$ cat config.mk
export PLATFORM = sky130hd
export DESIGN_NAME = cr_fifo_rd_stage
export DESIGN_NICKNAME = d
export VERILOG_FILES = /design/src/rtl/cr_fifo_rd_stage.sv
export SDC_FILE = /design/constraint.sdc
export NUM_CORES = 1
export LEC_CHECK = 0
export ABC_AREA = 1
export BUFFER_PORTS_ARGS = -buffer_cell sky130_fd_sc_hd__buf_2
export CORE_UTILIZATION = 28
export DETAILED_ROUTE_END_ITERATION = 16
export PLACE_DENSITY = 0.55
export REMOVE_ABC_BUFFERS = 1
export SLEW_MARGIN = 20
export SYNTH_ARGS = -nofsm -noshare
export SYNTH_HDL_FRONTEND = slang
export SYNTH_SLANG_ARGS = --single-unit
$ cat constraint.sdc
create_clock -name clk -period 4.41 [get_ports clk]
set_input_delay 0.441 -clock clk [delete_from_list [all_inputs] [get_ports clk]]
set_output_delay 0.441 -clock clk [all_outputs]
set_load 0.02 [all_outputs]
$ cat src/rtl/cr_fifo_rd_stage.sv
`default_nettype none
// ============================================================================
// Module   : cr_fifo_rd_stage
// Brief    : Show-ahead FIFO read stage feeding a 2-entry registered
//            valid/ready output buffer, with flush and delivered-beat count.
// Revision : 1.0
// ============================================================================
module cr_fifo_rd_stage #(
  parameter int N_DATA_BITS = 64,
  parameter int N_CNT_BITS  = 32
) (
  input  logic                   clk,
  input  logic                   rst_n,
  input  logic                   fifo_empty,
  input  logic [N_DATA_BITS-1:0] fifo_rdata,
  output logic                   fifo_ren,
  output logic                   out_valid,
  output logic [N_DATA_BITS-1:0] out_data,
  input  logic                   out_ready,
  input  logic                   flush,
  output logic                   flush_done,
  output logic                   busy,
  output logic [N_CNT_BITS-1:0]  beat_cnt
);

  typedef enum logic [1:0] {
    S_IDLE  = 2'd0,
    S_RUN   = 2'd1,
    S_FLUSH = 2'd2
  } state_t;

  state_t                 r_state, w_state_nxt;
  logic [1:0]             r_occ, w_occ_nxt, w_occ_after;
  logic [N_DATA_BITS-1:0] r_head, r_tail, w_head_nxt, w_tail_nxt;
  logic                   r_flush_done, w_done_nxt;
  logic [N_CNT_BITS-1:0]  r_beat_cnt;
  logic                   w_pop, w_ren;

  always_comb begin
    w_pop       = (r_occ != 2'd0) & out_ready;
    w_occ_after = r_occ - {1'b0, w_pop};
    w_state_nxt = r_state;
    w_occ_nxt   = w_occ_after;
    w_head_nxt  = r_head;
    w_tail_nxt  = r_tail;
    w_ren       = 1'b0;
    w_done_nxt  = 1'b0;
    case (r_state)
      S_FLUSH: begin
        // Drain the FIFO; every popped word is dropped.
        w_ren     = ~fifo_empty;
        w_occ_nxt = 2'd0;
        if (fifo_empty) begin
          w_state_nxt = S_IDLE;
          w_done_nxt  = 1'b1;
        end
      end
      default: begin
        w_ren = ~fifo_empty & (w_occ_after < 2'd2);
        if (w_pop && (r_occ == 2'd2)) begin
          w_head_nxt = r_tail;
        end
        // New word lands in whichever slot is first free after this pop.
        if (w_ren) begin
          if (w_occ_after == 2'd0) begin
            w_head_nxt = fifo_rdata;
          end else begin
            w_tail_nxt = fifo_rdata;
          end
        end
        w_occ_nxt = w_occ_after + {1'b0, w_ren};
        if (flush) begin
          w_state_nxt = S_FLUSH;
          w_occ_nxt   = 2'd0;
        end else if ((r_state == S_IDLE) && !fifo_empty) begin
          w_state_nxt = S_RUN;
        end else if ((r_state == S_RUN) && (r_occ == 2'd0) && fifo_empty) begin
          w_state_nxt = S_IDLE;
        end
      end
    endcase
  end

  always_ff @(posedge clk or negedge rst_n) begin
    if (!rst_n) begin
      r_state      <= S_IDLE;
      r_occ        <= 2'd0;
      r_head       <= '0;
      r_tail       <= '0;
      r_flush_done <= 1'b0;
      r_beat_cnt   <= '0;
    end else begin
      r_state      <= w_state_nxt;
      r_occ        <= w_occ_nxt;
      r_head       <= w_head_nxt;
      r_tail       <= w_tail_nxt;
      r_flush_done <= w_done_nxt;
      r_beat_cnt   <= r_beat_cnt + N_CNT_BITS'(w_pop);
    end
  end

  // Gating with rst_n keeps the FIFO untouched for the whole reset window.
  assign fifo_ren   = w_ren & rst_n;
  assign out_valid  = (r_occ != 2'd0);
  assign out_data   = r_head;
  assign flush_done = r_flush_done;
  assign busy       = (r_state != S_IDLE) | (r_occ != 2'd0);
  assign beat_cnt   = r_beat_cnt;

endmodule
`default_nettype wire

## Yosys cells after proc, flatten, opt, wreduce, memory -nomap -nowiden

Index checks and enable logic that the tools add are counted.

- Bits in registers: 165
- Latch bits: 0
- Memory bits (writable): 0
- Bits in read-only memories: 0
- Bits of input ports: 69
- Output and inout bits: 100
- Memories kept: 0

- Add/sub/neg operators: 3
- Multipliers: 0
- Divide/modulo/power cells: 0
- $lt $le $gt $ge: 1
- Equality and inequality tests: 4
- Shifts and indexed selects: 0
- Mux-type cells: 13
- Bitwise operators: 7
- Reduce and logical (&&, ||, !) cells: 13

Operator list:

| cell | count |
|---|---|
| 64-bit two-way mux | 3 |
| 32-bit by 1-bit adder with 32-bit output | 1 |
| 2-bit two-way mux | 7 |
| 2-bit logical NOT | 3 |
| 2-bit == test, second input constant | 2 |
| 1-bit logical AND | 4 |
| 2-bit nonzero test | 2 |
| 4-bit nonzero test | 1 |
| 1-bit bitwise AND | 3 |
| 1-bit two-way mux | 3 |
| 1-bit inverter | 3 |
| 3-bit AND reduction | 1 |
| 2-bit by 1-bit adder with 2-bit output | 1 |
| 2-bit by 1-bit == test with 1-bit output, second input constant | 1 |
| 2-bit less-than comparator, second input constant | 1 |
| 2-bit != test, second input constant | 1 |
| 2-bit AND reduction | 1 |
| 2-bit by 1-bit subtractor with 2-bit output | 1 |
| 1-bit logical NOT | 1 |
| 1-bit bitwise OR | 1 |

## Longest topological paths before layout

Gate-level depths: netlist of run 1.

- Depth in word-level cells: 8
- Depth in mapped cells: 11

## Worst setup path before layout of run 1

OpenSTA, ideal clock, no wires.

- Path type: reg2reg
- Start: reg r_occ[1]
- End: reg r_beat_cnt[30], in the netlist beat_cnt[30]
- Data arrival time: 1.733 ns
- Required time: 4.293 ns
- Setup slack: 2.559 ns
- Stages on the path, launching flop included: 12
- Period minus slack after synthesis: 1.851 ns
- Path through: dfrtp_1 -> nor2_1 -> nor2_1 -> ha_1 -> ha_1 -> inv_1 -> nor2_1 -> nand2_1 -> nor2_1 -> nand2_1 -> nand2_1 -> nand2_1

- Cells in the longest elaborated chain, start to end: 3

RTL lines:

| element | RTL line | source |
|---|---|---|
| from (decl) | 33 | `logic [1:0] r_occ, w_occ_nxt, w_occ_after;` |
| from (signal assigned) | 94 | `r_occ <= w_occ_nxt;` |
| 2-bit nonzero test | 40 | `w_pop = (r_occ != 2'd0) & out_ready;` |
| 1-bit bitwise AND | 40 |  |
| 32-bit by 1-bit adder with 32-bit output | 98 | `r_beat_cnt <= r_beat_cnt + N_CNT_BITS'(w_pop);` |
| to (signal assigned) | 98 |  |
| to (decl) | 36 | `logic [N_CNT_BITS-1:0] r_beat_cnt;` |

Every way passes these cells.
A chain may end at the register's enable or synchronous reset.

## Final worst setup path of run 1

- Start: reg r_occ[1]
- End: out fifo_ren

- Cells in the longest elaborated chain, start to end: 7

RTL lines:

| element | RTL line | source |
|---|---|---|
| 2-bit nonzero test | 40 |  |
| 1-bit bitwise AND | 40 |  |
| 2-bit by 1-bit subtractor with 2-bit output * | 41 | `w_occ_after = r_occ - {1'b0, w_pop};` |
| 2-bit less-than comparator * | 59 | `w_ren = ~fifo_empty & (w_occ_after < 2'd2);` |
| 1-bit bitwise AND * | 59 |  |
| 1-bit two-way mux * | 48 | `case (r_state)` |
| 1-bit bitwise AND * | 103 | `assign fifo_ren = w_ren & rst_n;` |
| to (decl) | 16 | `output logic fifo_ren,` |

Every way passes the cells marked *; elsewhere a longest branch is shown, timed or not.

==> flow_summary.ini, run 1 <==
[outcome]
status = finished, final reports clean

[final_layout]
mostFrequentLayoutCell = nand2_1
multi_input_area_um2 = 2968
fin_nets = 1195
final_area_um2 = 9415
mostFrequentLayoutCells = nand2_1, buf_2, dfrtp_1
drive_gt1_share_pct = 18.73
regArea_um2 = 4129
area_delta_synth_final_pct = 22.56
num-fill-cells = 2865
fin_cells = 1478
antenna_cells = 0

[synthesis]
ys_types = 24
syn_avg_cell_area_um2 = 7.855
synthCells = 978
synth.ff_latch_count = 165
synthesis.area_um2 = 7682
synth_warnings = 0
synth-seq-area-share_pct = 53.75

[route]
drt-pass1-iter-count = 5
wl_met1_um = 9971
vias_per_cell = 4.509
drt_wl_total_um = 20370
wl_met3_um = 1163
wl_met2_um = 8961
drc_errors = 0
wl_per_cell_um = 13.78
topRoutingLayerUsed = met5
via_count = 6664
drt_iter0_markers = 471
ant_nets = 0

[cts]
insertion_delay_ns = 0.43
ctsHtreeMaxLevel = 4
cts.clk_slew.worst_paths_ns = 0.09
cts-buffers-inserted = 17
cts_root_buffer = clkbuf_16
post_cts_resize_count = 0
cts_sinks = 165
cts_setup_buffers = 0
cts.path.max_buffers = 2
cts_tree = yes

[power_and_ir_drop]
report.power.total_uw = 5985
ir_worst_vdd_mv = 0.2799
leakage_uw = 0.004914
p_per_area_nw_per_um2 = 635.7

[worst_setup_path]
worstPathArrival_ns = 2.30
crit_path_cell_trace = nand3_4, a21oi_4, buf_4, o21a_1, buf_2
slowest_stage = buf_4
path_buf_inv = 2
path_class = reg2out
end_kind = output port
cp-start-kind = flip-flop
cp_top_family = buffers and inverters
crit_path_max_fanout = 66
required_ns = 3.97
max_stage_delay_ns = 0.66

[die]
dieArea_um2 = 28100
io_pins = 169
core_um2 = 26950
die_w_um = 167.6
fp-row-count = 60
start_util_pct = 28.51
die_y_um = 167.6

[hold_path]
hp-class = in2reg

[sta]
setup_viol_count_final = 0
tightest_slew_ns = 0.7944
slew_violations = 0
fin_tns_setup_ns = 0
slew_headroom_pct = 47.04
max_freq_ghz = 0.3643
fin_worst_skew_ns = 0.01950
finalCriticalPeriod_ns = 2.745
rsz0062_at_grt = false
layout_worst_path_cycle_share_pct = 62.24
hold_viol = 0

[global_route]
grt.total_usage_pct = 15.09
grt_first_pass_wirelength_um = 33450
overflow = 0
antenna_found_initial = 3
grt_max_degree = 116
grt_pass1_vias = 6300

[job]
maxCapViolations = 0

[place]
portBuffers = 168
place_area_um2 = 8768
hpwlAfterDp_um = 13340
gp_congestion = 0.8909
placedCellCount = 1445
==> sequential cells by signal (all words and copies together) (netlist names) <==
name and flops:
flush_done 1, beat_cnt 32, r_state 2, r_occ 2
r_tail 64, out_data 64
==> final cells by class <==
| class | count | share of cell area, % |
|---|---|---|
| Tap cell | 341 | 4.532 |
| Timing Repair Buffer | 175 | 9.714 |
| Sequential cell | 165 | 43.85 |
| Inverter | 93 | 3.708 |
| Clock inverter | 15 | 2.153 |
| Multi-Input combinational cell | 672 | 31.52 |
| Clock buffer | 17 | 4.518 |
==> report_power, final <==
part / internal, uW / total (uW) / leakage [uW] / switching [uW]
logic: 661 / 1950 / 0.00249 / 1290
clock network: 831 / 1580 / 0.000306 / 747
registers: 2120 / 2460 / 0.00211 / 337
==> through the flow <==
stage | hold slack (ns) | utilization [%] | worst slack (ns)
after floorplan | 0.1454 | - | -0.4451
after global placement | 0.4451 | 32.53 | 1.529
after detailed placement | 0.4530 | 32.53 | 1.458
after CTS | 0.2231 | 34.90 | 1.594
after global routing | 0.2373 | 34.94 | 1.503
final | 0.2467 | 34.94 | 1.665
==> timing repair <==
action                                  CTS  global route
endpoints found under the setup margin    0             0
hold buffers                              1             0
hold endpoints to repair                 19             0
==> path summary, 6_finish.rpt <==
check	from	end	slack, ns	cells past startpoint
max in group asynchronous	rst_n	beat_cnt[31]$_DFF_PN0_	2.80	3
min in group asynchronous	rst_n	r_tail[20]$_DFFE_PN0P_	0.55	2
max	r_occ[1]$_DFF_PN0_	fifo_ren	1.67	5
min reg2reg	r_tail[32]$_DFFE_PN0P_	r_tail[32]$_DFFE_PN0P_	0.47	2
min	fifo_rdata[43]	r_tail[43]$_DFFE_PN0P_	0.25	3
max reg2reg	r_occ[1]$_DFF_PN0_	beat_cnt[30]$_DFF_PN0_	1.89	11
==> logic make-up after synthesis <==
kind of cell	after synthesis	synth area share, %
AND/OR/NAND/NOR	521	27.18
XOR/XNOR	15	1.710
buffers and inverters	141	8.159
adder cells (fa/ha/maj)	2	0.3257
AO/OA/AOI/OAI	134	8.876
flip-flops	165	53.75
==> per-layer routing <==
metal / global-route usage, % / up-vias
li1: - / 3347
met5: 0 / -
met1: 20.69 / 3100
met3: 3.829 / 21
met2: 23.39 / 190
met4: 4.428 / 6
==> synth_stat cells <==
master | instances | share of area (%)
dfrtp_1 | 165 | 54
or2_2 | 1 | 0.081
a22oi_1 | 1 | 0.098
o21a_1 | 1 | 0.098
o21ai_1 | 47 | 3.1
inv_1 | 93 | 4.5
a21oi_1 | 2 | 0.13
nand3b_1 | 2 | 0.20
nand4_1 | 2 | 0.16
o211ai_1 | 1 | 0.098
xnor2_1 | 4 | 0.46
clkbuf_1 | 4 | 0.20
a21oi_2 | 1 | 0.11
ha_1 | 2 | 0.33
clkbuf_2 | 3 | 0.20
nand3_4 | 1 | 0.23
nand3_1 | 83 | 5.4
buf_6 | 4 | 0.59
xor2_1 | 11 | 1.3
buf_2 | 30 | 2.0
nor2_1 | 63 | 3.1
o21ai_0 | 81 | 5.3
buf_4 | 7 | 0.68
nand2_1 | 369 | 18
==> worst min-delay path: stages <==
cell and delay [ns]:
buf_2 0.09, nand3_1 0.06, nand2_1 0.06
No activity file was read; power rests on OpenSTA's default activity.
==> inputs of run 2 (changes only) <==
==> constraint.sdc (replaced) <==
create_clock -name clk -period 2.7 [get_ports clk]
set_input_delay 0.27 -clock clk [delete_from_list [all_inputs] [get_ports clk]]
set_output_delay 0.27 -clock clk [all_outputs]
set_load 0.02 [all_outputs]
==> run 2 against run 1 <==
Setup slack got worse by 1.2 ns. Largest cell class unchanged. Non-clock buffer count increased by 8. Clock-buffer cell count unchanged. Core utilization increased by 0.22 points. Flip-flop and latch count unchanged. Hold slack got worse by 0.17 ns. Die area unchanged. Sequential power increased by 63%. Power increased by 62%.
==> flow_summary.ini, run 2 (synthesis gave the netlist of run 1 again) <==
[route]
drc_errors = 0
drt_wl_total_um = 20320
vias_per_cell = 4.452
ant_nets = 0
wl_per_cell_um = 13.66
drt-pass1-iter-count = 4
via_count = 6624
drt_iter0_markers = 351

[sta]
hold_viol = 0
rsz0062_at_grt = false
layout_worst_path_cycle_share_pct = 83.14
tightest_slew_ns = 0.4951
slew_violations = 0
setup_viol_count_final = 0
finalCriticalPeriod_ns = 2.245
whs_ns = 0.07273
fin_worst_skew_ns = 0.01914
max_freq_ghz = 0.4455
slew_headroom_pct = 67.00

[cts]
ctsHtreeMaxLevel = 4
cts_sinks = 165
cts_tree = yes
insertion_delay_ns = 0.43
cts.path.max_buffers = 2
cts.clk_slew.worst_paths_ns = 0.08
cts_setup_buffers = 0
cts_root_buffer = clkbuf_16
cts-buffers-inserted = 17

[die]
dieArea_um2 = 28100
fp-row-count = 60
io_pins = 169
start_util_pct = 28.51
die_w_um = 167.6
die_y_um = 167.6
core_um2 = 26950

[place]
gp_congestion = 0.8709
placedCellCount = 1453
portBuffers = 168
hpwlAfterDp_um = 13920

[power_and_ir_drop]
seqPwrFrac_pct = 41.5
pwr-share-clk_pct = 25.6
p_sw_share_pct = 39.78
p_per_area_nw_per_um2 = 1023
p_int_uw = 5838
ir_worst_vdd_mv = 0.4291
combPwrFrac_pct = 33.0
leakage_uw = 0.004953
power.switching_uw = 3856

[global_route]
antenna_found_initial = 5
overflow = 0
grt_first_pass_wirelength_um = 33140
grt_pass1_vias = 6295
grt.total_usage_pct = 14.83
grt_max_degree = 129

[final_layout]
drive_gt1_share_pct = 19.30
area_delta_synth_final_pct = 23.34
mostFrequentLayoutCells = nand2_1, buf_2, dfrtp_1
fin_nets = 1203
fin_cells = 1488
mostFrequentLayoutCell = nand2_1

[hold_path]
whs_path_depth = 3
hp-class = in2reg

[worst_setup_path]
rrSetupSlack_ns = 0.46
path_class = reg2reg
required_ns = 3.02
r2r_cells = 11
worstPathArrival_ns = 2.56
cp-start-kind = flip-flop
crit_path_max_fanout = 7
end_kind = flip-flop

[outcome]
status = finished, final reports clean

[job]
maxCapViolations = 0
[run 2: through the flow]
| step | cell area (um^2) | power (uW) | setup TNS, ns | setup WS [ns] | utilization, % |
|---|---|---|---|---|---|
| finish | 9475 | 9694 | 0 | 0.4553 | 35.16 |
| global route | 9475 | 10460 | 0 | 0.2383 | 35.16 |
| CTS | 9470 | 9873 | 0 | 0.4419 | 35.14 |
| detailed placement | 8853 | 7325 | 0 | 0.4542 | 32.85 |
| global placement | 8853 | 7254 | 0 | 0.4596 | 32.85 |
| floorplan | 7405 | 6139 | -245.19 | -2.076 | - |
[run 2: worst max-delay path, stage by stage (launching register included)]
cell     delay, ns
dfrtp_1       0.52
nor2_1        0.15
nor2_1        0.18
ha_1          0.24
ha_1          0.25
inv_1         0.08
nor2_1        0.24
nand2_1       0.08
nor2_1        0.21
nand2_1       0.08
nand2_1       0.06
nand2_1       0.04
[run 2: power by group through the flow]
stage,Clock [uW],Combinational [uW],Sequential [uW]
6_report,2480,3190,4020
5_1_grt,2660,3660,4150
4_1_cts,2580,3270,4030
3_5_place_dp,0,3270,4060
3_3_place_gp,0,3210,4050
2_1_floorplan,0,1590,4550
[run 2: worst paths after layout]
kind,startpoint,to
setup / recovery,r_occ[1]$_DFF_PN0_,beat_cnt[30]$_DFF_PN0_
hold / removal,fifo_rdata[47],r_tail[47]$_DFFE_PN0P_
setup reg to reg,r_occ[1]$_DFF_PN0_,beat_cnt[30]$_DFF_PN0_
hold reg to reg,r_tail[1]$_DFFE_PN0P_,r_tail[1]$_DFFE_PN0P_
max in group asynchronous,rst_n,r_tail[26]$_DFFE_PN0P_
min in group asynchronous,rst_n,r_tail[10]$_DFFE_PN0P_
[run 2: layout make-up]
class	instances	area (um^2)
Sequential cell	165	4129
Timing Repair Buffer	183	999.7
Clock buffer	17	425.4
Fill cell	2865	17480
Inverter	93	349.1
Antenna cell	2	5.005
Tap cell	341	426.7
Multi-Input combinational cell	672	2959
Clock inverter	15	181.4
[run 2: repair_timing]
| action | in CTS | in global routing |
|---|---|---|
| endpoints found under the hold margin | 36 | 0 |
| hold buffers | 1 | 0 |
| resized for setup | 0 | 0 |
[run 2: metal layers]
layer	vias up	GRT usage (%)	part of all wire [%]
met5	-	0	0.17
met4	6	3.590	0.75
met3	14	3.876	4.9
met2	146	23.21	45
met1	3083	20.38	50
li1	3375	-	-
